$ cat config.mk
export PLATFORM = sky130hd
export DESIGN_NAME = piso_serializer
export DESIGN_NICKNAME = d
export VERILOG_FILES = /design/src/rtl/shift_pkg.sv /design/src/rtl/piso_serializer.sv
export SDC_FILE = /design/constraint.sdc
export NUM_CORES = 1
export LEC_CHECK = 0
export ABC_CLOCK_PERIOD_IN_PS = 2000
export BUFFER_PORTS_ARGS = -buffer_cell sky130_fd_sc_hd__buf_4
export CAP_MARGIN = 20
export CORE_MARGIN = 2
export CORE_UTILIZATION = 40
export CTS_CLUSTER_SIZE = 28
export DETAILED_ROUTE_END_ITERATION = 7
export SYNTH_ARGS = -nofsm -noshare
export SYNTH_HDL_FRONTEND = slang
export SYNTH_SLANG_ARGS = --single-unit
$ cat constraint.sdc
create_clock -name clk -period 2 [get_ports clk]
set_input_delay 0.4 -clock clk [delete_from_list [all_inputs] [get_ports clk]]
set_output_delay 0.4 -clock clk [all_outputs]
set_load 0.005 [all_outputs]
$ cat src/rtl/shift_pkg.sv
// Shared types and constants for the serial shift blocks (piso_serializer and shift_reg).
package shift_pkg;

    typedef enum logic {
        IDLE  = 1'b0,
        SHIFT = 1'b1
    } state_e;

    localparam logic DIR_MSB_FIRST = 1'b0;
    localparam logic DIR_LSB_FIRST = 1'b1;

endpackage : shift_pkg

$ cat src/rtl/piso_serializer.sv
// Parallel-in, serial-out shift register with a valid/ready load handshake.
// Emits one bit per enabled clock, MSB-first or LSB-first, with no gap between back-to-back words.
module piso_serializer
    import shift_pkg::*;
#(
    parameter  int unsigned WIDTH = 16,
    localparam int unsigned CNT_W = $clog2(WIDTH)
) (
    input  logic             clk,
    input  logic             reset,
    input  logic [WIDTH-1:0] din,
    input  logic             dir,
    input  logic             load_valid,
    output logic             load_ready,
    input  logic             en,
    output logic             sout,
    output logic             sout_valid,
    output logic             sout_last,
    output logic             busy
);

    state_e             state_q, state_d;
    logic [WIDTH-1:0]   shreg_q, shreg_d;
    logic [CNT_W-1:0]   cnt_q,   cnt_d;
    logic               dir_q,   dir_d;
    logic               last_bit;
    logic [WIDTH-1:0]   shreg_shifted;

    // Move the remaining bits toward the output end, zero-filling the vacated end.
    always_comb begin
        if (dir_q == DIR_LSB_FIRST) begin
            shreg_shifted = {1'b0, shreg_q[WIDTH-1:1]};
        end else begin
            shreg_shifted = {shreg_q[WIDTH-2:0], 1'b0};
        end
    end

    assign last_bit = (cnt_q == '0);

    // Next-state, datapath and output decode.
    always_comb begin
        state_d    = state_q;
        shreg_d    = shreg_q;
        cnt_d      = cnt_q;
        dir_d      = dir_q;
        load_ready = 1'b0;
        sout       = 1'b0;
        sout_valid = 1'b0;
        sout_last  = 1'b0;
        busy       = 1'b0;

        case (state_q)
            IDLE: begin
                load_ready = 1'b1;
            end
            SHIFT: begin
                busy       = 1'b1;
                sout_valid = 1'b1;
                sout       = (dir_q == DIR_LSB_FIRST) ? shreg_q[0] : shreg_q[WIDTH-1];
                sout_last  = last_bit;
                load_ready = last_bit & en;
                if (en) begin
                    shreg_d = shreg_shifted;
                    if (last_bit) begin
                        state_d = IDLE;
                    end else begin
                        cnt_d = cnt_q - CNT_W'(1);
                    end
                end
            end
            default: begin
                state_d = IDLE;
            end
        endcase

        // A new word overrides the return to IDLE, giving gap-free back-to-back transfers.
        if (load_valid && load_ready) begin
            shreg_d = din;
            dir_d   = dir;
            cnt_d   = CNT_W'(WIDTH - 1);
            state_d = SHIFT;
        end
    end

    always_ff @(posedge clk) begin
        if (reset) begin
            state_q <= IDLE;
            shreg_q <= '0;
            cnt_q   <= '0;
            dir_q   <= DIR_MSB_FIRST;
        end else begin
            state_q <= state_d;
            shreg_q <= shreg_d;
            cnt_q   <= cnt_d;
            dir_q   <= dir_d;
        end
    end

endmodule : piso_serializer

Word-level counts from Yosys, hierarchy flattened
Cells that the tools add are included.
{"block": "totals", "wordCells": 31, "reg_bits": 22, "in_bits": 21, "output_inout_bits": 5}
{"block": "op_classes", "bitwise": 2, "n_addsub": 1, "n_reduce_logical": 6, "eq_ne": 1, "n_mux": 17}
{"cell": "16-bit 2-to-1 mux", "count": 4}
{"cell": "4-bit 2-to-1 mux", "count": 4}
{"cell": "1-bit 2-to-1 mux", "count": 8}
{"cell": "4-bit logical NOT", "count": 1}
{"cell": "2-bit nonzero test", "count": 2}
{"cell": "4-bit by 1-bit subtractor with 4-bit output, second input constant", "count": 1}
{"cell": "3-bit AND reduction", "count": 1}
{"cell": "2-bit by 1-bit != test with 1-bit output, second input constant", "count": 1}
{"cell": "1-bit case mux with 2 select lines", "count": 1}
{"cell": "2-bit AND reduction", "count": 1}
{"cell": "1-bit bitwise AND", "count": 1}
{"cell": "1-bit logical AND", "count": 1}
{"cell": "1-bit NOT", "count": 1}

Longest topological paths before layout
Gate-level depths: netlist of run 1.
{"block": "depth", "depth_word": 6, "depth_mapped": 8, "mapped_depth_nobuf": 6}

Least setup slack after synthesis of run 1
No wires, ideal clock.
{"block": "synth_timing", "kind": "register to register", "startpoint": "register cnt_q[0]", "endpoint": "register shreg_q[15]", "n_path_buf": 1, "synth_period_minus_slack_ns": 1.564, "required_ns": 1.897, "slack_ns": 0.436, "arrival_ns": 1.460, "path_stages_with_launch": 8, "setup_ns": 0.103, "path_cell_list": "dfxtp_1 -> inv_1 -> ha_1 -> nand4bb_4 -> a21oi_4 -> buf_6 -> nor3_2 -> a2111oi_2"}
{"block": "synth_via", "elab_chain_cells": 6, "elab_cells_between_ends": 8, "classes_between": "mux (2); bitwise (1); reduce/logical (5)"}
{"item": "from (decl)", "line_no": "piso_serializer.sv:24", "rtl": "logic [CNT_W-1:0] cnt_q, cnt_d;"}
{"item": "from (signal assigned)", "line_no": "piso_serializer.sv:94", "rtl": "cnt_q <= cnt_d;"}
{"item": "4-bit logical NOT (*)", "line_no": "piso_serializer.sv:38", "rtl": "assign last_bit = (cnt_q == '0);"}
{"item": "1-bit bitwise AND (*)", "line_no": "piso_serializer.sv:61", "rtl": "load_ready = last_bit & en;"}
{"item": "1-bit case mux with 2 select lines (*)", "line_no": "piso_serializer.sv:52", "rtl": "case (state_q)"}
{"item": "1-bit logical AND (*)", "line_no": "piso_serializer.sv:77", "rtl": "if (load_valid && load_ready) begin"}
{"item": "2-bit nonzero test (no source line)"}
{"item": "2-bit AND reduction (no source line)"}
{"item": "to (signal assigned)", "line_no": "piso_serializer.sv:93", "rtl": "shreg_q <= shreg_d;"}
{"item": "to (decl)", "line_no": "piso_serializer.sv:23", "rtl": "logic [WIDTH-1:0] shreg_q, shreg_d;"}
Mark *: on every way between the ends. The rest lies on a longest branch, timed or not.
A chain may end at the register's enable or synchronous reset.

Worst setup path in the final report of run 1
{"block": "layout_timing", "startpoint": "register cnt_q[0]", "endpoint": "output sout_last"}
{"block": "layout_via", "elab_chain_cells": 2}
{"item": "4-bit logical NOT", "line_no": "piso_serializer.sv:38"}
{"item": "1-bit 2-to-1 mux", "line_no": "piso_serializer.sv:52"}
{"item": "to (decl)", "line_no": "piso_serializer.sv:18", "rtl": "output logic sout_last,"}
Every way passes these cells.

==> results of run 1 <==
[cells in the final DEF, fill, tap and decap left out, types with 3 or more instances in the layout]
master and n:
inv_1 5, nor2_1 4, nand3b_1 14, clkbuf_4 3, buf_4 27, or4_1 14
mux2i_1 16, nand3_1 14, nand4b_1 14, dfxtp_1 22
[cell type report]
| class | instances | share of cell area, % |
|---|---|---|
| multi-input combinational | 104 | 50.49 |
| sequential | 22 | 26.73 |
| timing repair buffer | 29 | 14.73 |
| tap | 46 | 3.493 |
| clock inverter | 1 | 1.822 |
| clock buffer | 3 | 1.367 |
| inverter | 6 | 1.367 |
[cell families (layout without fill, tap and decap cells)]
| kind of cell | Yosys count | in the layout |
|---|---|---|
| simple gates | 71 | 71 |
| flops | 22 | 22 |
| buf+inv | 22 | 39 |
| mux | 17 | 17 |
| compound gates | 14 | 14 |
| fa+ha+maj | 1 | 1 |
| xor+xnor | 1 | 1 |
[worst reg2reg max path, stage by stage (launching register included)]
cell	delay (ps)
dfxtp_1	350
inv_1	70
ha_2	220
nand4bb_4	110
a21oi_4	120
buf_4	210
or4_1	500
nand3_1	80
[per-layer routing]
metal | GRT usage (%) | wire, µm | vias to the layer above
li1 | - | - | 601
met2 | 26.34 | 1434 | 20
met3 | 2.342 | 89 | 2
met4 | 5.833 | 27 | 0
met5 | 0 | 0 | -
met1 | 21.72 | 1509 | 556
[sequential cells by signal (all words and copies together) (netlist names)]
register and count:
dir_q 1, shreg_q 16, state_q 1, cnt_q 4
[metrics by stage]
stage                     area (µm²)  hold slack [ps]
final                           1648            340.9
after global routing            1648            326.9
after CTS                       1645            333.0
after detailed placement        1588            508.1
after global placement          1588            493.8
after floorplan                 1383            470.2
[power breakdown]
part	leakage [µW]	switching, µW	internal (µW)
Sequential	0.000181	36.9	475
Combinational	0.000413	133	137
Clock	0.0000279	143	202
[worst paths after layout]
kind / startpoint / end / slack, ps / cells after the start
setup / recovery: cnt_q[0] / sout_last / 120 / 6
hold / removal: dir / dir_q / 340 / 3
setup reg to reg: cnt_q[0] / shreg_q[13] / 290 / 7
hold reg to reg: cnt_q[0] / cnt_q[0] / 530 / 2
==> summary.txt, run 1 <==
Outcome
  • Status: complete, no violations

Final layout
  • # nets final: about 190
  • Fillers: approximately 340
  • Layout area overhead: 19.19%
  • Antenna Cells: 0
  • Multi-input logic area: between 800 and 900 µm²
  • Util after Layout: 49.38%
  • Sequential cell area: 440.4 µm²
  • Share of layout cells above drive strength 1: 25.45%
  • Finished Layout Cells: between 200 and 250

Clock network
  • CTS HTree Levels: 1
  • Clock buffer depth: 2
  • Num CTS Buffers: 3
  • Post-CTS Setup Bufs: 0
  • Clock tree sinks: 22
  • Root buf cell: clkbuf_4
  • Clk_lat worst skew: around 310 ps
  • Post-CTS sizing: 1
  • CTS tree: built
  • Clk pin slew, worst setup/hold paths: approximately 140 ps
  • # hold bufs at CTS: 0

Job
  • MaxCap Viol Count: 0

Power
  • Max VDD drop: 0.0002278 V
  • Pwr Total: between 1000 and 1500 µW
  • Power per cell area: between 600 and 700 mW/mm²
  • Static Leak: 0.0006221 µW

Detailed routing
  • DR vias: roughly 1,200
  • Initial drt markers: 53
  • Post-route ant nets: 0
  • Vias per cell: 5.588
  • Total iterations of the first detailed-routing run: 4
  • Drt drc: 0
  • Wirelength, routed: ~3.1 mm
  • WL per Instance: 14.51 µm

Yosys
  • Syn_area_per_cell: around 9.3 µm²
  • Post-Synthesis Cell Area: around 0.0014 mm²
  • Dominant synthesized flop cell: dfxtp_1
  • Ys async rst share: 0%
  • Ranking of synthesized cells by area: dfxtp_1, mux2i_1, nand4b_1
  • #FFs+latches synth: 22
  • Cell variety after synth: 33
  • Synthesized Nets: between 150 and 200
  • XOR/XNOR share of the synthesized area: 0.6335%
  • Sequential area share after synthesis: 31.86%
  • Post-synthesis mux area share: roughly an eighth
  • Number of synthesized flops with an enable pin: 0
  • Synth Area in Compound Gates: a little under a tenth
  • Share of the synthesized area in the top cell type: a little under a third
  • Yosys warnings: 0
  • Post-Synth Adder-Cell Area: less than 1%
  • Largest family of logic cells by synthesized area: simple AND/OR/NAND/NOR gates
  • Post-synthesis simple-gate area fraction: around 37%
  • Synth cell count leaders: dfxtp_1, mux2i_1
  • Post-synth top area cell: dfxtp_1
  • Most common cell in the netlist: dfxtp_1
  • Syn Inst Count: approximately 150

STA
  • RSZ-0062 raised after global routing: false
  • FMAX: between 500 and 600 MHz
  • Least-Margin Pin Slew: 406.8 ps
  • Final worst slack: around 120 ps
  • Min cycle time layout: between 1500 and 2000 ps
  • Setup violators final: 0
  • Relative slew slack: between 70% and 80%
  • Final Hold Viols: 0
  • Final Max Slew Viols: 0
  • Clock Skew: 8.925 ps
  • Share of the clock period used by the worst path: 93.81%
  • Setup TNS: 0 ps

Setup path
  • Slowest stage delay, CP: between 300 and 400 ps
  • Worst path most repeated cell: inv_1
  • Worst-path cell chain: inv_1 -> ha_2 -> inv_1 -> nor3_2 -> and2_1 -> buf_4
  • Crit path required time: ~1600 ps
  • Buffers & Inverters on Critical Path: 3
  • Critical path type: register to output pin
  • CP top delay family: flip-flops
  • Arrival time worst endpoint: about 1500 ps
  • Max stage delay cell, worst path: dfxtp_1
  • Crit-path max FO: 4
  • Worst setup EP type: output pin
  • Startpoint Class: register

Floorplanning
  • DIE AREA: 0.003943 mm²
  • Die height: 62.79 µm
  • Area of the core: roughly 0.0033 mm²
  • Starting density of the core: about two fifths
  • Die X-Extent: about 63 µm
  • Row count: 21
  • Io pins: 26

Placed design
  • Routability Congestion: 0.7822
  • Port Buffers: 25
  • Pre-CTS WS: between 200 and 300 ps
  • Final HPWL DP: a little over 2 mm
  • DP Cell Count: between 200 and 250

Global routing
  • Number of global-route vias before repair: around 1,100
  • Pin count of the biggest net entering global routing: between 50 and 60
  • Initial antenna violation count: 0
  • GRT Resource Usage Total: roughly 16%
  • Remaining global-route overflow: 0
  • Global-route wire length before repair: 5.195 mm

Min path
  • Hold Crit Class: input port to register
Power figures use the tool's default switching activity.
==> inputs of run 2 (changes only) <==
--- a/config.mk
+++ b/config.mk
@@ -5,6 +5,7 @@
 export SDC_FILE = /design/constraint.sdc
 export NUM_CORES = 1
 export LEC_CHECK = 0
+export ABC_AREA = 1
 export ABC_CLOCK_PERIOD_IN_PS = 2000
 export BUFFER_PORTS_ARGS = -buffer_cell sky130_fd_sc_hd__buf_4
 export CAP_MARGIN = 20
==> summary.txt, run 2 <==
Yosys
  • Share of the synthesized area in the top cell type: 30.69% (was 31.86%)
  • Dominant synthesized flop cell: dfxtp_1 (unchanged)
  • #FFs+latches synth: 22 (unchanged)
  • Sequential area share after synthesis: 30.69% (was 31.86%)
  • Most common cell in the netlist: nand2_1 (was dfxtp_1)
  • Number of synthesized flops with an enable pin: 0 (unchanged)
  • Post-synth top area cell: dfxtp_1 (unchanged)
  • Ys async rst share: 0% (unchanged)
  • Cell variety after synth: 21 (was 33)
  • Syn_area_per_cell: 6.081 µm² (was 9.342 µm²)
  • Synth cell count leaders: nand2_1, inv_1, nand3_1, dfxtp_1, o21ai_1 (was dfxtp_1, mux2i_1)
  • Yosys warnings: 0 (unchanged)
  • Syn Inst Count: 236 (was 148)
  • Ranking of synthesized cells by area: dfxtp_1, nand2_1, nand3_1 (was dfxtp_1, mux2i_1, nand4b_1)
  • Post-Synthesis Cell Area: 0.001435 mm² (was 0.001383 mm²)
  • Synthesized Nets: 258 (was 170)

Setup path
  • R2R depth: 9 (was 7)
  • Startpoint Class: register (unchanged)
  • Launch point of the worst reg-to-reg path: cnt_q[0] (unchanged)
  • R2R Path End: shreg_q[6] (was shreg_q[13])
  • Slowest stage delay, CP: 330 ps (about the same)
  • Crit-path max FO: 22 (was 4)
  • Worst-path cell chain: inv_1 -> ha_1 -> nand3_2 -> nand2_4 -> buf_4 (was inv_1 -> ha_2 -> inv_1 -> nor3_2 -> and2_1 -> buf_4)
  • Crit path required time: 1600 ps (about the same)
  • Flop-to-flop setup slack: 420 ps (was 290 ps)
  • Critical path type: register to output pin (unchanged)
  • Worst setup EP type: output pin (unchanged)
  • Max stage delay cell, worst path: dfxtp_1 (unchanged)
  • Arrival time worst endpoint: 1500 ps (was 1480 ps)

Final layout
  • Layout area overhead: 15.00% (was 19.19%)
  • Share of layout cells above drive strength 1: 16.47% (was 25.45%)
  • Most frequent cells in the layout: nand2_1, inv_1, nand3_1 (was buf_4, dfxtp_1, mux2i_1)
  • Fillers: 358 (was 342)
  • Antenna Cells: 0 (unchanged)
  • Biggest regs: shreg_q (16), cnt_q (4) (unchanged)
  • Max reg flops: 16 (unchanged)
  • # nets final: 279 (was 188)
  • Commonest non-fill, non-tap cell in the layout: nand2_1 (was buf_4)
  • Largest reg by FF count: shreg_q (unchanged)

Power
  • Power per cell area: 651.9 mW/mm² (was 684.3 mW/mm²)
  • Static Leak: 0.0009299 µW (was 0.0006221 µW)
  • Max VDD drop: 0.0003718 V (was 0.0002278 V)

STA
  • Setup TNS: 0 ps (unchanged)
  • Final hold slack: 258.0 ps (was 340.9 ps)
  • Least-Margin Pin Slew: 525.7 ps (was 406.8 ps)
  • Share of the clock period used by the worst path: 95.22% (was 93.81%)
  • Relative slew slack: 64.91% (was 72.84%)
  • Final Max Slew Viols: 0 (unchanged)
  • RSZ-0062 raised after global routing: false (unchanged)
  • FMAX: 525.1 MHz (was 533.0 MHz)
  • Clock Skew: 3.969 ps (was 8.925 ps)
  • Min cycle time layout: 1904 ps (was 1876 ps)
  • Setup violators final: 0 (unchanged)
  • Final Hold Viols: 0 (unchanged)
  • Final worst slack: 95.68 ps (was 123.8 ps)

Detailed routing
  • Post-route ant nets: 0 (unchanged)
  • DR vias: 1,394 (was 1,179)
  • WL per Instance: 10.82 µm (was 14.51 µm)
  • Total iterations of the first detailed-routing run: 4 (unchanged)
  • Drt drc: 0 (unchanged)
  • Initial drt markers: 84 (was 53)
  • Wirelength, routed: 3.258 mm (was 3.061 mm)
  • Vias per cell: 4.631 (was 5.588)

Global routing
  • Number of global-route vias before repair: 1,336 (was 1,100)
  • Remaining global-route overflow: 0 (unchanged)
  • GRT Resource Usage Total: 17.48% (was 16.16%)
  • Pin count of the biggest net entering global routing: 23 (was 51)
  • Initial antenna violation count: 0 (unchanged)
  • Global-route wire length before repair: 5.747 mm (was 5.195 mm)

Floorplanning
  • Area of the core: 0.003390 mm² (was 0.003337 mm²)
  • Io pins: 26 (unchanged)
  • Die X-Extent: 63.90 µm (was 62.79 µm)
  • Row count: 21 (unchanged)
  • Die height: 63.90 µm (was 62.79 µm)
  • DIE AREA: 0.004083 mm² (was 0.003943 mm²)
  • Starting density of the core: 42.34% (was 41.43%)

Clock network
  • Post-CTS sizing: 0 (was 1)
  • Root buf cell: clkbuf_4 (unchanged)
  • Clk_lat worst skew: 320 ps (was 310 ps)
  • Num CTS Buffers: 3 (unchanged)
  • CTS HTree Levels: 1 (unchanged)
  • Clk pin slew, worst setup/hold paths: 120 ps (was 140 ps)
  • CTS tree: built (unchanged)
  • Clock buffer depth: 2 (unchanged)
  • Post-CTS Setup Bufs: 0 (unchanged)
  • Clock tree sinks: 22 (unchanged)
  • # hold bufs at CTS: 0 (unchanged)

Job
  • MaxCap Viol Count: 0 (unchanged)

Min path
  • Worst Hold End: cnt_q[3] (was dir_q)
  • Hold_sp: reset (was dir)
  • Hold Crit Class: input port to register (unchanged)
  • Hold Path Depth: 2 (was 3)

Placed design
  • Port Buffers: 25 (unchanged)
  • Final HPWL DP: 2.214 mm (was 2.039 mm)
  • Pre-CTS WS: 420.8 ps (was 278.1 ps)
  • Routability Congestion: 0.7712 (was 0.7822)

Outcome
  • Status: complete, no violations (unchanged)
[run 2: cell types whose count changed after synthesis, moves of 8 or more]
| cell | delta |
|---|---|
| nand4b_1 | -14 |
| or4_1 | -14 |
| o21ai_0 | +10 |
| o21ai_1 | +11 |
| mux2i_1 | -16 |
| a21oi_1 | +8 |
| inv_1 | +34 |
| nand3b_1 | -14 |
| nand2_1 | +76 |
| nand3_1 | +20 |
[run 2: worst max-delay path by stage]
stage               startpoint         end  slack [ps]  depth (start not counted)
detailed placement    cnt_q[0]  shreg_q[7]         420                          9
global route          cnt_q[0]  load_ready           6                          5
finish                cnt_q[0]  load_ready         100                          5
global placement      cnt_q[0]  shreg_q[6]         440                          9
floorplan             cnt_q[0]  load_ready         670                          5
CTS                   cnt_q[0]  load_ready          80                          5
[run 2: layer usage]
metal	vias up	GRT usage (%)	part of all wire [%]	wire (µm)
met5	-	0	0	0
met4	0	4.620	1.5	49
met3	6	5.106	5.5	180
met2	35	28.78	44	1424
met1	586	22.16	49	1604
li1	767	-	-	-
[run 2: power by group]
part | switching (µW) | internal (µW)
logic | 193 | 145
registers | 38.6 | 486
clock network | 142 | 70.7
[run 2: cell type report]
type	instances	area (µm²)	area share (%)
multi-input combinational	160	745.7	45.19
timing repair buffer	29	230.2	13.95
sequential	22	440.4	26.69
inverter	41	153.9	9.325
clock buffer	3	22.52	1.365
tap	46	57.56	3.487
[run 2: kinds of logic (layout without fill, tap and decap cells)]
kind of cell	Yosys count	in the layout	share of synthesized area, %
AOI/OAI and AO/OA	33	33	12.29
xor gates and xnor gates	1	1	0.6104
adders and majority gates	1	1	0.8717
buffers and inverters	54	73	17.35
DFF	22	22	30.69
and+or+nand+nor	125	125	38.19
[run 2: worst max-delay path, delay by kind of cell, from the launching register on]
family	cells	cell delay (ps)
adders and majority gates	1	230
DFF	1	330
and+or+nand+nor	2	340
buffers and inverters	2	280
[run 2: per-stage QoR]
stage / cell area, µm² / std cells / total power (µW) / util [%]
CTS: 1650 / 301 / 1090 / 48.69
finish: 1650 / 301 / 1076 / 48.69
global route: 1650 / 301 / 1165 / 48.69
detailed placement: 1628 / 298 / 872.3 / 48.03
floorplan: 1435 / 236 / 784.6 / -
global placement: 1628 / 298 / 871.3 / 48.03
